$ cat src/rtl/uart_pkg.sv
// Shared types and constants for the UART program loader.
// Holds the loader state encoding and the byte-lane arithmetic.
package uart_pkg;

  typedef enum logic [2:0] {
    ST_IDLE,
    ST_LEN,
    ST_DATA,
    ST_CHK,
    ST_ERR
  } loader_state_t;

  localparam logic [7:0] DEFAULT_SYNC_BYTE  = 8'hA5;
  localparam int         DEFAULT_BYTE_WIDTH = 8;
  localparam int         DEFAULT_DATA_WIDTH = 32;
  localparam int         DEFAULT_LANES      = DEFAULT_DATA_WIDTH / DEFAULT_BYTE_WIDTH;

  function automatic int lane_count(input int data_width, input int byte_width);
    return data_width / byte_width;
  endfunction

endpackage

$ cat src/rtl/uart_word_assembler.sv
// Packs consecutive bytes little-endian into a word and keeps a running XOR
// checksum; word_valid pulses the cycle after the final lane byte.
module uart_word_assembler
  import uart_pkg::*;
#(
  parameter int BYTE_WIDTH = DEFAULT_BYTE_WIDTH,
  parameter int DATA_WIDTH = DEFAULT_DATA_WIDTH
) (
  input  logic                  clk,
  input  logic                  arst_n,
  input  logic                  clear,
  input  logic                  byte_valid,
  input  logic [BYTE_WIDTH-1:0] byte_in,
  output logic                  last_lane,
  output logic                  word_valid,
  output logic [DATA_WIDTH-1:0] word,
  output logic [BYTE_WIDTH-1:0] checksum
);

  localparam int LANES  = lane_count(DATA_WIDTH, BYTE_WIDTH);
  localparam int LANE_W = (LANES > 1) ? $clog2(LANES) : 1;

  logic [LANE_W-1:0]     lane_reg;
  logic [DATA_WIDTH-1:0] word_reg;
  logic                  word_valid_reg;
  logic [BYTE_WIDTH-1:0] checksum_reg;

  assign last_lane  = (lane_reg == LANE_W'(LANES - 1));
  assign word_valid = word_valid_reg;
  assign word       = word_reg;
  assign checksum   = checksum_reg;

  always_ff @(posedge clk or negedge arst_n) begin
    if (!arst_n) begin
      lane_reg       <= '0;
      word_reg       <= '0;
      word_valid_reg <= 1'b0;
      checksum_reg   <= '0;
    end else begin
      word_valid_reg <= 1'b0;
      if (clear) begin
        lane_reg     <= '0;
        checksum_reg <= '0;
      end else if (byte_valid) begin
        // Shift right so the first byte of a word ends up in lane 0.
        word_reg       <= (word_reg >> BYTE_WIDTH) |
                          (DATA_WIDTH'(byte_in) << (DATA_WIDTH - BYTE_WIDTH));
        checksum_reg   <= checksum_reg ^ byte_in;
        lane_reg       <= last_lane ? '0 : lane_reg + 1'b1;
        word_valid_reg <= last_lane;
      end
    end
  end

endmodule

$ cat src/rtl/uart_prog_loader.sv
// Packet parser that loads a program image over UART into instruction memory
// and gates CPU run control on a checksum-verified load.
module uart_prog_loader
  import uart_pkg::*;
#(
  parameter int              BYTE_WIDTH     = DEFAULT_BYTE_WIDTH,
  parameter int              DATA_WIDTH     = DEFAULT_DATA_WIDTH,
  parameter int              ADDR_WIDTH     = 8,
  parameter logic [7:0]      SYNC_BYTE      = DEFAULT_SYNC_BYTE,
  parameter int              TIMEOUT_CYCLES = 1000000
) (
  input  logic                  clk,
  input  logic                  arst_n,
  input  logic                  rx_done,
  input  logic [BYTE_WIDTH-1:0] rx_data,
  output logic                  mem_we,
  output logic [ADDR_WIDTH-1:0] mem_addr,
  output logic [DATA_WIDTH-1:0] mem_wdata,
  output logic                  load_busy,
  output logic                  load_done,
  output logic                  load_err,
  output logic                  cpu_run
);

  localparam int TO_W = $clog2(TIMEOUT_CYCLES + 1);

  loader_state_t         state_reg, state_next;
  logic [7:0]            len_reg;
  logic [ADDR_WIDTH-1:0] word_cnt_reg;
  logic [ADDR_WIDTH-1:0] mem_addr_reg;
  logic [TO_W-1:0]       to_cnt_reg;
  logic                  cpu_run_reg, cpu_run_next;
  logic                  load_err_reg, load_err_next;
  logic                  load_busy_reg, load_busy_next;
  logic                  load_done_reg, load_done_next;

  logic                  start, active, timed_out, byte_valid, last_lane;
  logic [BYTE_WIDTH-1:0] checksum;

  assign start      = (state_reg == ST_IDLE) && rx_done && (rx_data == SYNC_BYTE);
  assign active     = (state_reg == ST_LEN) || (state_reg == ST_DATA) || (state_reg == ST_CHK);
  assign timed_out  = active && !rx_done && (to_cnt_reg == TO_W'(TIMEOUT_CYCLES - 1));
  assign byte_valid = (state_reg == ST_DATA) && rx_done;

  uart_word_assembler #(
    .BYTE_WIDTH(BYTE_WIDTH),
    .DATA_WIDTH(DATA_WIDTH)
  ) u_asm (
    .clk       (clk),
    .arst_n    (arst_n),
    .clear     (start),
    .byte_valid(byte_valid),
    .byte_in   (rx_data),
    .last_lane (last_lane),
    .word_valid(mem_we),
    .word      (mem_wdata),
    .checksum  (checksum)
  );

  assign mem_addr  = mem_addr_reg;
  assign load_busy = load_busy_reg;
  assign load_done = load_done_reg;
  assign load_err  = load_err_reg;
  assign cpu_run   = cpu_run_reg;

  always_comb begin
    state_next     = state_reg;
    cpu_run_next   = cpu_run_reg;
    load_err_next  = load_err_reg;
    load_busy_next = load_busy_reg;
    load_done_next = 1'b0;
    case (state_reg)
      ST_IDLE: begin
        if (start) begin
          state_next     = ST_LEN;
          cpu_run_next   = 1'b0;
          load_err_next  = 1'b0;
          load_busy_next = 1'b1;
        end
      end
      ST_LEN: begin
        if (timed_out) state_next = ST_ERR;
        else if (rx_done) state_next = (rx_data == '0) ? ST_ERR : ST_DATA;
      end
      ST_DATA: begin
        if (timed_out) state_next = ST_ERR;
        else if (rx_done && last_lane && (word_cnt_reg == ADDR_WIDTH'(len_reg - 8'd1)))
          state_next = ST_CHK;
      end
      ST_CHK: begin
        if (timed_out) state_next = ST_ERR;
        else if (rx_done) begin
          if (rx_data == checksum) begin
            state_next     = ST_IDLE;
            load_done_next = 1'b1;
            cpu_run_next   = 1'b1;
            load_busy_next = 1'b0;
          end else begin
            state_next = ST_ERR;
          end
        end
      end
      ST_ERR:  state_next = ST_IDLE;
      default: state_next = ST_IDLE;
    endcase
    // Every path into ERR raises the sticky flag on the transition edge.
    if (state_next == ST_ERR) begin
      load_err_next  = 1'b1;
      load_busy_next = 1'b0;
      cpu_run_next   = 1'b0;
    end
  end

  always_ff @(posedge clk or negedge arst_n) begin
    if (!arst_n) begin
      state_reg     <= ST_IDLE;
      len_reg       <= '0;
      word_cnt_reg  <= '0;
      mem_addr_reg  <= '0;
      to_cnt_reg    <= '0;
      cpu_run_reg   <= 1'b0;
      load_err_reg  <= 1'b0;
      load_busy_reg <= 1'b0;
      load_done_reg <= 1'b0;
    end else begin
      state_reg     <= state_next;
      cpu_run_reg   <= cpu_run_next;
      load_err_reg  <= load_err_next;
      load_busy_reg <= load_busy_next;
      load_done_reg <= load_done_next;
      if (state_reg == ST_LEN && rx_done) len_reg <= rx_data;
      if (start) begin
        word_cnt_reg <= '0;
      end else if (byte_valid && last_lane) begin
        mem_addr_reg <= word_cnt_reg;
        word_cnt_reg <= word_cnt_reg + 1'b1;
      end
      if (active && !rx_done) to_cnt_reg <= to_cnt_reg + 1'b1;
      else to_cnt_reg <= '0;
    end
  end

endmodule

$ cat config.mk
export PLATFORM = sky130hd
export DESIGN_NAME = uart_prog_loader
export DESIGN_NICKNAME = d
export VERILOG_FILES = /design/src/rtl/uart_pkg.sv /design/src/rtl/uart_word_assembler.sv /design/src/rtl/uart_prog_loader.sv
export SDC_FILE = /design/constraint.sdc
export NUM_CORES = 1
export LEC_CHECK = 0
export BUFFER_PORTS_ARGS = -buffer_cell sky130_fd_sc_hd__clkbuf_2
export CAP_MARGIN = 15
export CORE_MARGIN = 1
export CORE_UTILIZATION = 55
export CTS_BUF_LIST = sky130_fd_sc_hd__clkbuf_2 sky130_fd_sc_hd__clkbuf_4 sky130_fd_sc_hd__clkbuf_8
export DETAILED_ROUTE_END_ITERATION = 6
export GPL_ROUTABILITY_DRIVEN = 0
export HOLD_SLACK_MARGIN = 0.15
export PLACE_DENSITY = 0.76
export SYNTH_ARGS = -nofsm -noshare
export SYNTH_HDL_FRONTEND = slang
export SYNTH_HIERARCHICAL = 1
export SYNTH_SLANG_ARGS = --single-unit
$ cat constraint.sdc
create_clock -name clk -period 2.4 [get_ports clk]
set_input_delay 0.36 -clock clk [delete_from_list [all_inputs] [get_ports clk]]
set_output_delay 0.36 -clock clk [all_outputs]
set_load 0.02 [all_outputs]
==> impl_metrics.toml, run 1 <==
[route]
first_iter_violations = 207
via_per_inst = 5.49
wl_per_cell_microns = 15.4
drt-pass1-iter-count = 4
vias = 3067
drcViolationCount = 0
ant_nets = 0
wirelength_microns = 8620

[timing]
period_share = 0.889
clock.fmax_mhz = 469
period_needed_ns = 2.13
drv_slew = 0
grt_setup_unrepaired = "false"
slew_headroom = 0.518
setup_viol = 0
final_hold_viol_count = 0
hold-worst-slack_ns = 0.337
worstMarginPinSlew_ns = 0.721
finalClockSkew_ns = 0.0153
final.setup.tns_ns = 0

[power_and_ir_drop]
p_per_area_nw_per_um2 = 796
p_leak_uw = 0.00245
totalPowerFinal_uw = 4080
max-vdd-ir-drop_uv = 358

[finish]
final_cells = 559
multi_input_area_sq_um = 1990
fillers = 620
seq_area_sq_um = 2350
drive_above_1_share = 0.302
n_antenna_cell = 0
largest_register_ffs = 32
nets = 468
area_delta_synth_final_pct = 14.1

[worst_setup_path]
rr_worst_depth = 5
path_cells = "nor2_1 > and3_1 > nor2b_4 > buf_16 > mux2_2"
r2r_end = "u_asm/word[15]"
critPathLaunchType = "flip-flop"
crit_buf_inv = 1
path_class = "flip-flop to flip-flop"
required_ns = 2.65
cp_max_fo = 17
slowest_stage = "nor2b_4"
cpPeakStageDelay_ns = 0.62
endpoint_kind = "flip-flop"
r2r-start = "state_reg[0]"
critPathTopFamily = "simple AND/OR/NAND/NOR gates"
crit_arrival_ns = 2.38
regToRegSetupSlack_ns = 0.27

[clock_tree]
cts_tree = "done"
clkTransAtPathRegs_ns = 0.09
cts_max_level = 3
numCtsBuffers = 9
cts_resized = 0
cts_max_path_buffers = 2
cts.sinks = 94
cts-root-buf = "clkbuf_8"
clk_latency_ns = 0.35

[synth]
synth_area_leader_cell = "dfrtp_1"
ys_types = 44
synth_common_cells = "dfrtp_1, nand2_1, nor2_1"
synth_top_family_by_area = "simple AND/OR/NAND/NOR gates"
ys_top_cells_by_area = "dfrtp_1, mux2_4, xnor2_1, nand2_1, xor2_1"
yosysTopAreaCellShare = 0.524
synth_seq_cells = 94
ys.flop_type = "dfrtp_1"
syn_nets = 403
synth-xor-area-share = 0.0761
synthMuxAreaShare = 0.124
synth.most_common_cell = "dfrtp_1"
async_flop_share = 1.00
synth_compound_area_frac = 0.0574
synth.cell_area_sq_um = 4490
synth.avg_cell_area_sq_um = 11.6
netlist_instances = 388
ys_warn_count = 6
synth_simple_gate_area_frac = 0.174
seq_area_frac_synth = 0.524
synth_edf_count = 0
yosys.area_share.adder = 0.0111

[place]
io_buffer_count = 55
dp_cells = 542
dp_hpwl_microns = 5810

[grt]
overflow = 0
grt_pass1_vias = 3005
grt_pass1_wl_microns = 14800
antenna_found_initial = 0
grt_max_degree = 54
groute.usage.overall = 0.222

[die]
fp.dieH_microns = 92.4
io_pins = 56
die_x_microns = 92.4
dieArea_sq_um = 8530
core_area_sq_um = 7810
rows = 32
start_util = 0.575

[flow_run]
maxCapViolCount = 0

[status]
outcome = "complete, no violations"

[worst_hold_path]
min_from = "rx_data[4]"
min_path_cells = 3
whs_endpoint = "u_asm/checksum[4]"
hold_class = "input pin to flip-flop"
where the power goes:
group | internal, uW | switching [uW] | leakage [uW] | total [uW]
Clock | 507 | 554 | 0.000103 | 1060
Combinational | 522 | 467 | 0.00108 | 989
Sequential | 1820 | 206 | 0.00127 | 2030
stage by stage:
stage | utilization | instance area (sq um) | setup slack, ns
6_report | 0.656 | 5120 | 0.266
4_1_cts | 0.653 | 5100 | 0.0883
3_5_place_dp | 0.627 | 4890 | 0.0335
2_1_floorplan | - | 4490 | 0.398
3_3_place_gp | 0.627 | 4890 | 0.129
5_1_grt | 0.656 | 5120 | 0.151
layout by cell type, fill, tap and decap left out, types with 3 or more instances in the layout:
cell type   n
dfrtp_1    94
and4_1      5
mux2_4     29
o21ai_0    10
nand2_1    39
clkbuf_8   10
xnor2_1    25
mux2_2      9
and3_1      5
inv_1       6
ha_1        4
nand4_1    10
or3_1       3
nor2_1     30
a21bo_2     8
clkbuf_2   54
a21oi_1    15
nand3b_1   10
buf_4      15
nor3_1     12
xor2_1     14
nand3_1    13
nor4_1      4
worst max-delay path by stage:
stage / from / end / slack (ns) / cells past startpoint
after floorplan: state_reg[1] / u_asm/word[10] / 0.40 / 10
after global placement: rx_done / u_asm/word[15] / 0.13 / 7
after detailed placement: rx_done / u_asm/word[14] / 0.03 / 7
after CTS: state_reg[0] / u_asm/word[15] / 0.09 / 4
after global routing: state_reg[0] / u_asm/word[16] / 0.15 / 5
final: state_reg[0] / u_asm/word[15] / 0.27 / 5
per-layer routing:
metal	share of wire	track usage	vias up	wire [microns]
met4	0.0078	0.0924	0	67
met3	0.044	0.0353	5	383
met5	0	0	-	0
li1	-	-	1477	-
met1	0.49	0.321	1512	4210
met2	0.46	0.335	73	3960
worst register-to-register path, stage by stage, from the launching register on:
cell	delay, ns
dfrtp_1	0.43
nor2_1	0.18
and3_1	0.20
nor2b_4	0.62
buf_16	0.25
mux2_2	0.35
cell families after synthesis:
kind of cell             after synthesis
buffers and inverters                 24
AND/OR/NAND/NOR                      147
multiplexers                          40
AO/OA/AOI/OAI                         40
flip-flops                            94
adder cells (fa/ha/maj)                4
XOR/XNOR                              39
layout make-up:
type                            count  share of cell area
Timing Repair Buffer               72              0.0859
Clock buffer                       10              0.0269
Tap cell                          102              0.0249
Sequential cell                    94               0.459
Multi-Input combinational cell    270               0.388
Inverter                            6             0.00439
Clock inverter                      5              0.0112
timing repair:
action / 4_1_cts / 5_1_grt
hold buffers: 1 / 0
setup buffers: 0 / 0
endpoints found under the hold margin: 51 / 0
(Power assumes the default switching activity.)
==> inputs of run 2 (changes only) <==
TNS_END_PERCENT = 10   (was not set)
clock period = 2.2 ns   (was 2.4 ns; I/O delays follow)
==> run 2 against run 1 <==
Against the previous run:
- cell count increased by 1.8%
- cell area increased by 1.0%
- register-to-register slack got worse by 0.02 ns
- hold slack got worse by 0.0065 ns
- critical path type unchanged
- highest routed layer unchanged
==> impl_metrics.toml, run 2 (synthesis results as in run 1) <==
[timing]
drv_slew = 0
clock.fmax_mhz = 513
slew_headroom = 0.541
worstMarginPinSlew_ns = 0.686
final_hold_viol_count = 0
period_share = 0.886
setup_viol = 0
finalClockSkew_ns = 0.00627
fin_ws_ns = 0.251
period_needed_ns = 1.95
grt_setup_unrepaired = "false"

[finish]
multi_input_area_sq_um = 2000
largest_register_ffs = 32
seq_area_sq_um = 2350
drive_above_1_share = 0.317
area_delta_synth_final_pct = 15.3
final_cell_mix = "dfrtp_1, clkbuf_2, nand2_1"
n_antenna_cell = 0
nets = 477
final_common_cell = "dfrtp_1"
fillers = 617

[worst_setup_path]
path_cells = "nand3_2 > or4b_1 > or4_4 > a31oi_1 > o31ai_1"
cp_max_fo = 5
path_depth = 5
critPathLaunch = "to_cnt_reg[16]"
r2r_end = "state_reg[0]"
r2r-start = "to_cnt_reg[16]"
required_ns = 2.44
crit_end = "state_reg[0]"
endpoint_kind = "flip-flop"
crit_buf_inv = 0
critPathLaunchType = "flip-flop"
regToRegSetupSlack_ns = 0.25
critPathTopFamily = "simple AND/OR/NAND/NOR gates"
cpPeakStageDelay_ns = 0.51
crit_arrival_ns = 2.19
path_class = "flip-flop to flip-flop"
rr_worst_depth = 5
slowest_stage = "or4b_1"

[power_and_ir_drop]
p_leak_uw = 0.00248
p_per_area_nw_per_um2 = 866
max-vdd-ir-drop_uv = 405
totalPowerFinal_uw = 4480

[clock_tree]
clkTransAtPathRegs_ns = 0.10
cts_max_level = 3
numCtsBuffers = 9
cts_max_path_buffers = 2
clk_latency_ns = 0.37
cts_tree = "done"
cts.sinks = 94
cts-root-buf = "clkbuf_8"
post_cts_buffers = 0

[die]
die_x_microns = 92.4
start_util = 0.575
core_area_sq_um = 7810
fp.dieH_microns = 92.4
dieArea_sq_um = 8530
rows = 32
io_pins = 56

[status]
outcome = "complete, no violations"

[grt]
grt_pass1_vias = 3076
groute.usage.overall = 0.229
grt_pass1_wl_microns = 15100
antenna_found_initial = 0
grt_max_degree = 49
overflow = 0

[route]
m1WireLength_microns = 4330
wl_met2_microns = 4130
wl_per_cell_microns = 15.8
met3_length_microns = 382
drcViolationCount = 0
wirelength_microns = 8970
drt-pass1-iter-count = 4
via_per_inst = 5.38
first_iter_violations = 122
ant_nets = 0
vias = 3061
top_layer = "met4"

[place]
pre_cts_ws_ns = -0.102
io_buffer_count = 55
dp_hpwl_microns = 6230

[worst_hold_path]
hold_class = "input pin to flip-flop"

[flow_run]
maxCapViolCount = 0
## run 2: timing repair
item | in CTS | in global routing
gates resized for setup | 0 | 1
hold buffers | 1 | 0
endpoints found under the hold margin | 44 | 0
gates cloned | 1 | 0
endpoints found under the setup margin | 32 | 15
## run 2: report_power, final
part	switching, uW	internal [uW]	total, uW
Sequential	220	1990	2210
Combinational	515	574	1090
Clock	641	540	1180
## run 2: metal layers
layer	vias up	track usage
met4	0	0.0703
met1	1485	0.312
li1	1491	-
met5	-	0
met2	72	0.366
met3	13	0.0517
## run 2: metrics by stage
stage	hold slack (ns)	util	cell area (sq um)	TNS, ns	instances
after detailed placement	0.384	0.634	4950	-1.29	551
after CTS	0.318	0.662	5170	0	569
after global placement	0.381	0.634	4950	-0.0000173	551
after floorplan	0.0344	-	4490	0	388
after global routing	0.337	0.663	5180	0	569
final	0.331	0.663	5180	0	569
## run 2: worst register-to-register path, stage by stage (launching register included)
cell and delay (ns):
dfrtp_1 0.42, nand3_2 0.09, or4b_1 0.51, or4_4 0.45, a31oi_1 0.24, o31ai_1 0.12
## run 2: worst min path at each step
stage,from,to,depth (start not counted)
final,rx_data[0],len_reg[0],4
after global routing,rx_data[1],u_asm/word[25],3
after CTS,rx_data[0],len_reg[0],4
after detailed placement,arst_n,u_asm/word[14],1
after global placement,arst_n,u_asm/word[22],1
after floorplan,arst_n,cpu_run,0
## run 2: area by class of cell
type,instances,area share
inverters,6,0.00435
multi-input cells,271,0.387
well taps,102,0.0247
repair buffers,80,0.0904
clock buffers,9,0.0239
clock inverters,7,0.0157
flip-flops and latches,94,0.454
==> inputs of run 3 (changes only) <==
CORE_UTILIZATION = 50   (was 55)
PLACE_DENSITY = 0.7   (was 0.76)
==> run 3 against run 2 <==
Against the previous run:
- non-clock buffer count decreased by 2
- via count decreased by 0.23%
- critical path type unchanged
- routed wire length decreased by 4.5%
- die area increased by 9.8%
==> impl_metrics.toml, run 3 (synthesis results as in run 1) <==
[finish]
area_delta_synth_final_pct = 15.0
final_cell_mix = "dfrtp_1, clkbuf_2, nand2_1"
n_antenna_cell = 0
final_common_cell = "dfrtp_1"
nets = 475
drive_above_1_share = 0.314
largest_register_ffs = 32
final_cells = 573

[grt]
groute.usage.overall = 0.197
overflow = 0
grt_pass1_wl_microns = 14900
antenna_found_initial = 0
grt_max_degree = 48
grt_pass1_vias = 3032

[timing]
clock.fmax_mhz = 520
setup_viol = 0
finalClockSkew_ns = 0.0137
slew_headroom = 0.570
period_share = 0.874
drv_slew = 0
grt_setup_unrepaired = "false"
hold-worst-slack_ns = 0.281
final_hold_viol_count = 0
fin_ws_ns = 0.278
worstMarginPinSlew_ns = 0.643
period_needed_ns = 1.92

[route]
via_per_inst = 5.33
drcViolationCount = 0
wl_per_cell_microns = 14.9
vias = 3054
first_iter_violations = 127
ant_nets = 0
drt-pass1-iter-count = 4
wirelength_microns = 8560

[die]
start_util = 0.515
io_pins = 56
rows = 34
dieArea_sq_um = 9360
fp.dieH_microns = 96.8
die_x_microns = 96.8
core_area_sq_um = 8720

[worst_setup_path]
cp_max_fo = 5
crit_arrival_ns = 2.17
endpoint_kind = "flip-flop"
critPathLaunchType = "flip-flop"
regToRegSetupSlack_ns = 0.28
path_class = "flip-flop to flip-flop"
required_ns = 2.44

[worst_hold_path]
hold_class = "input pin to flip-flop"

[clock_tree]
clk_latency_ns = 0.37
numCtsBuffers = 9
cts.sinks = 94
cts_max_level = 3
clkTransAtPathRegs_ns = 0.10
post_cts_buffers = 0
cts_max_path_buffers = 2
cts_tree = "done"
cts-root-buf = "clkbuf_8"

[power_and_ir_drop]
p_leak_uw = 0.00247
p_per_area_nw_per_um2 = 848
max-vdd-ir-drop_uv = 334

[flow_run]
maxCapViolCount = 0

[place]
pre_cts_ws_ns = -0.0631
dp_cells = 555
dp_hpwl_microns = 5950
io_buffer_count = 55

[status]
outcome = "complete, no violations"
==> run 3: path summary, 6_finish.rpt <==
check / endpoint / cells after the start / startpoint
min in group asynchronous: u_asm/word[6] / 2 / arst_n
worst max register to register: state_reg[0] / 5 / to_cnt_reg[16]
worst min register to register: mem_addr[5] / 2 / mem_addr[5]
max in group asynchronous: load_busy / 3 / arst_n
worst max-delay path: state_reg[0] / 5 / to_cnt_reg[16]
worst min-delay path: len_reg[6] / 2 / rx_data[6]
==> run 3: critical path, cell delays in order, from the launching register on <==
cell and delay, ns:
dfrtp_1 0.42, nand3_2 0.09, or4b_1 0.52, or4_4 0.46, a31oi_1 0.21, o31ai_1 0.11
==> run 3: layout make-up <==
class	count	area, sq um
Timing Repair Buffer	78	465
Clock inverter	7	63.8
Sequential cell	94	2350
Tap cell	108	135
Inverter	6	22.5
Multi-Input combinational cell	271	2000
Clock buffer	9	124
Fill cell	704	3560
==> run 3: repair_timing <==
item	CTS	global route
endpoints found under the setup margin	3	15
cloned	1	0
resized for setup	0	1
hold buffers	1	0
pin swaps	0	0
hold endpoints to repair	32	0
==> run 3: metrics by stage <==
stage                     power, uW   util  instance area [sq um]  setup TNS, ns
after floorplan                2980      -                   4490              0
after global placement         3290  0.568                   4950        -0.0221
after detailed placement       3320  0.568                   4950         -0.172
after CTS                      4430  0.592                   5160              0
after global routing           4610  0.592                   5160              0
final                          4380  0.592                   5160              0
==> run 3: metal layers <==
layer / global-route usage / vias up / share of wire
li1: - / 1492 / -
met1: 0.287 / 1485 / 0.50
met2: 0.302 / 65 / 0.46
met3: 0.0267 / 12 / 0.029
met4: 0.0735 / 0 / 0.015
met5: 0 / - / 0
==> run 3: where the power goes <==
| group | total [uW] | switching, uW | leakage (uW) | internal [uW] |
|---|---|---|---|---|
| Combinational | 1070 | 498 | 0.00110 | 571 |
| Clock | 1100 | 664 | 0.0000903 | 436 |
| Sequential | 2210 | 222 | 0.00127 | 1990 |
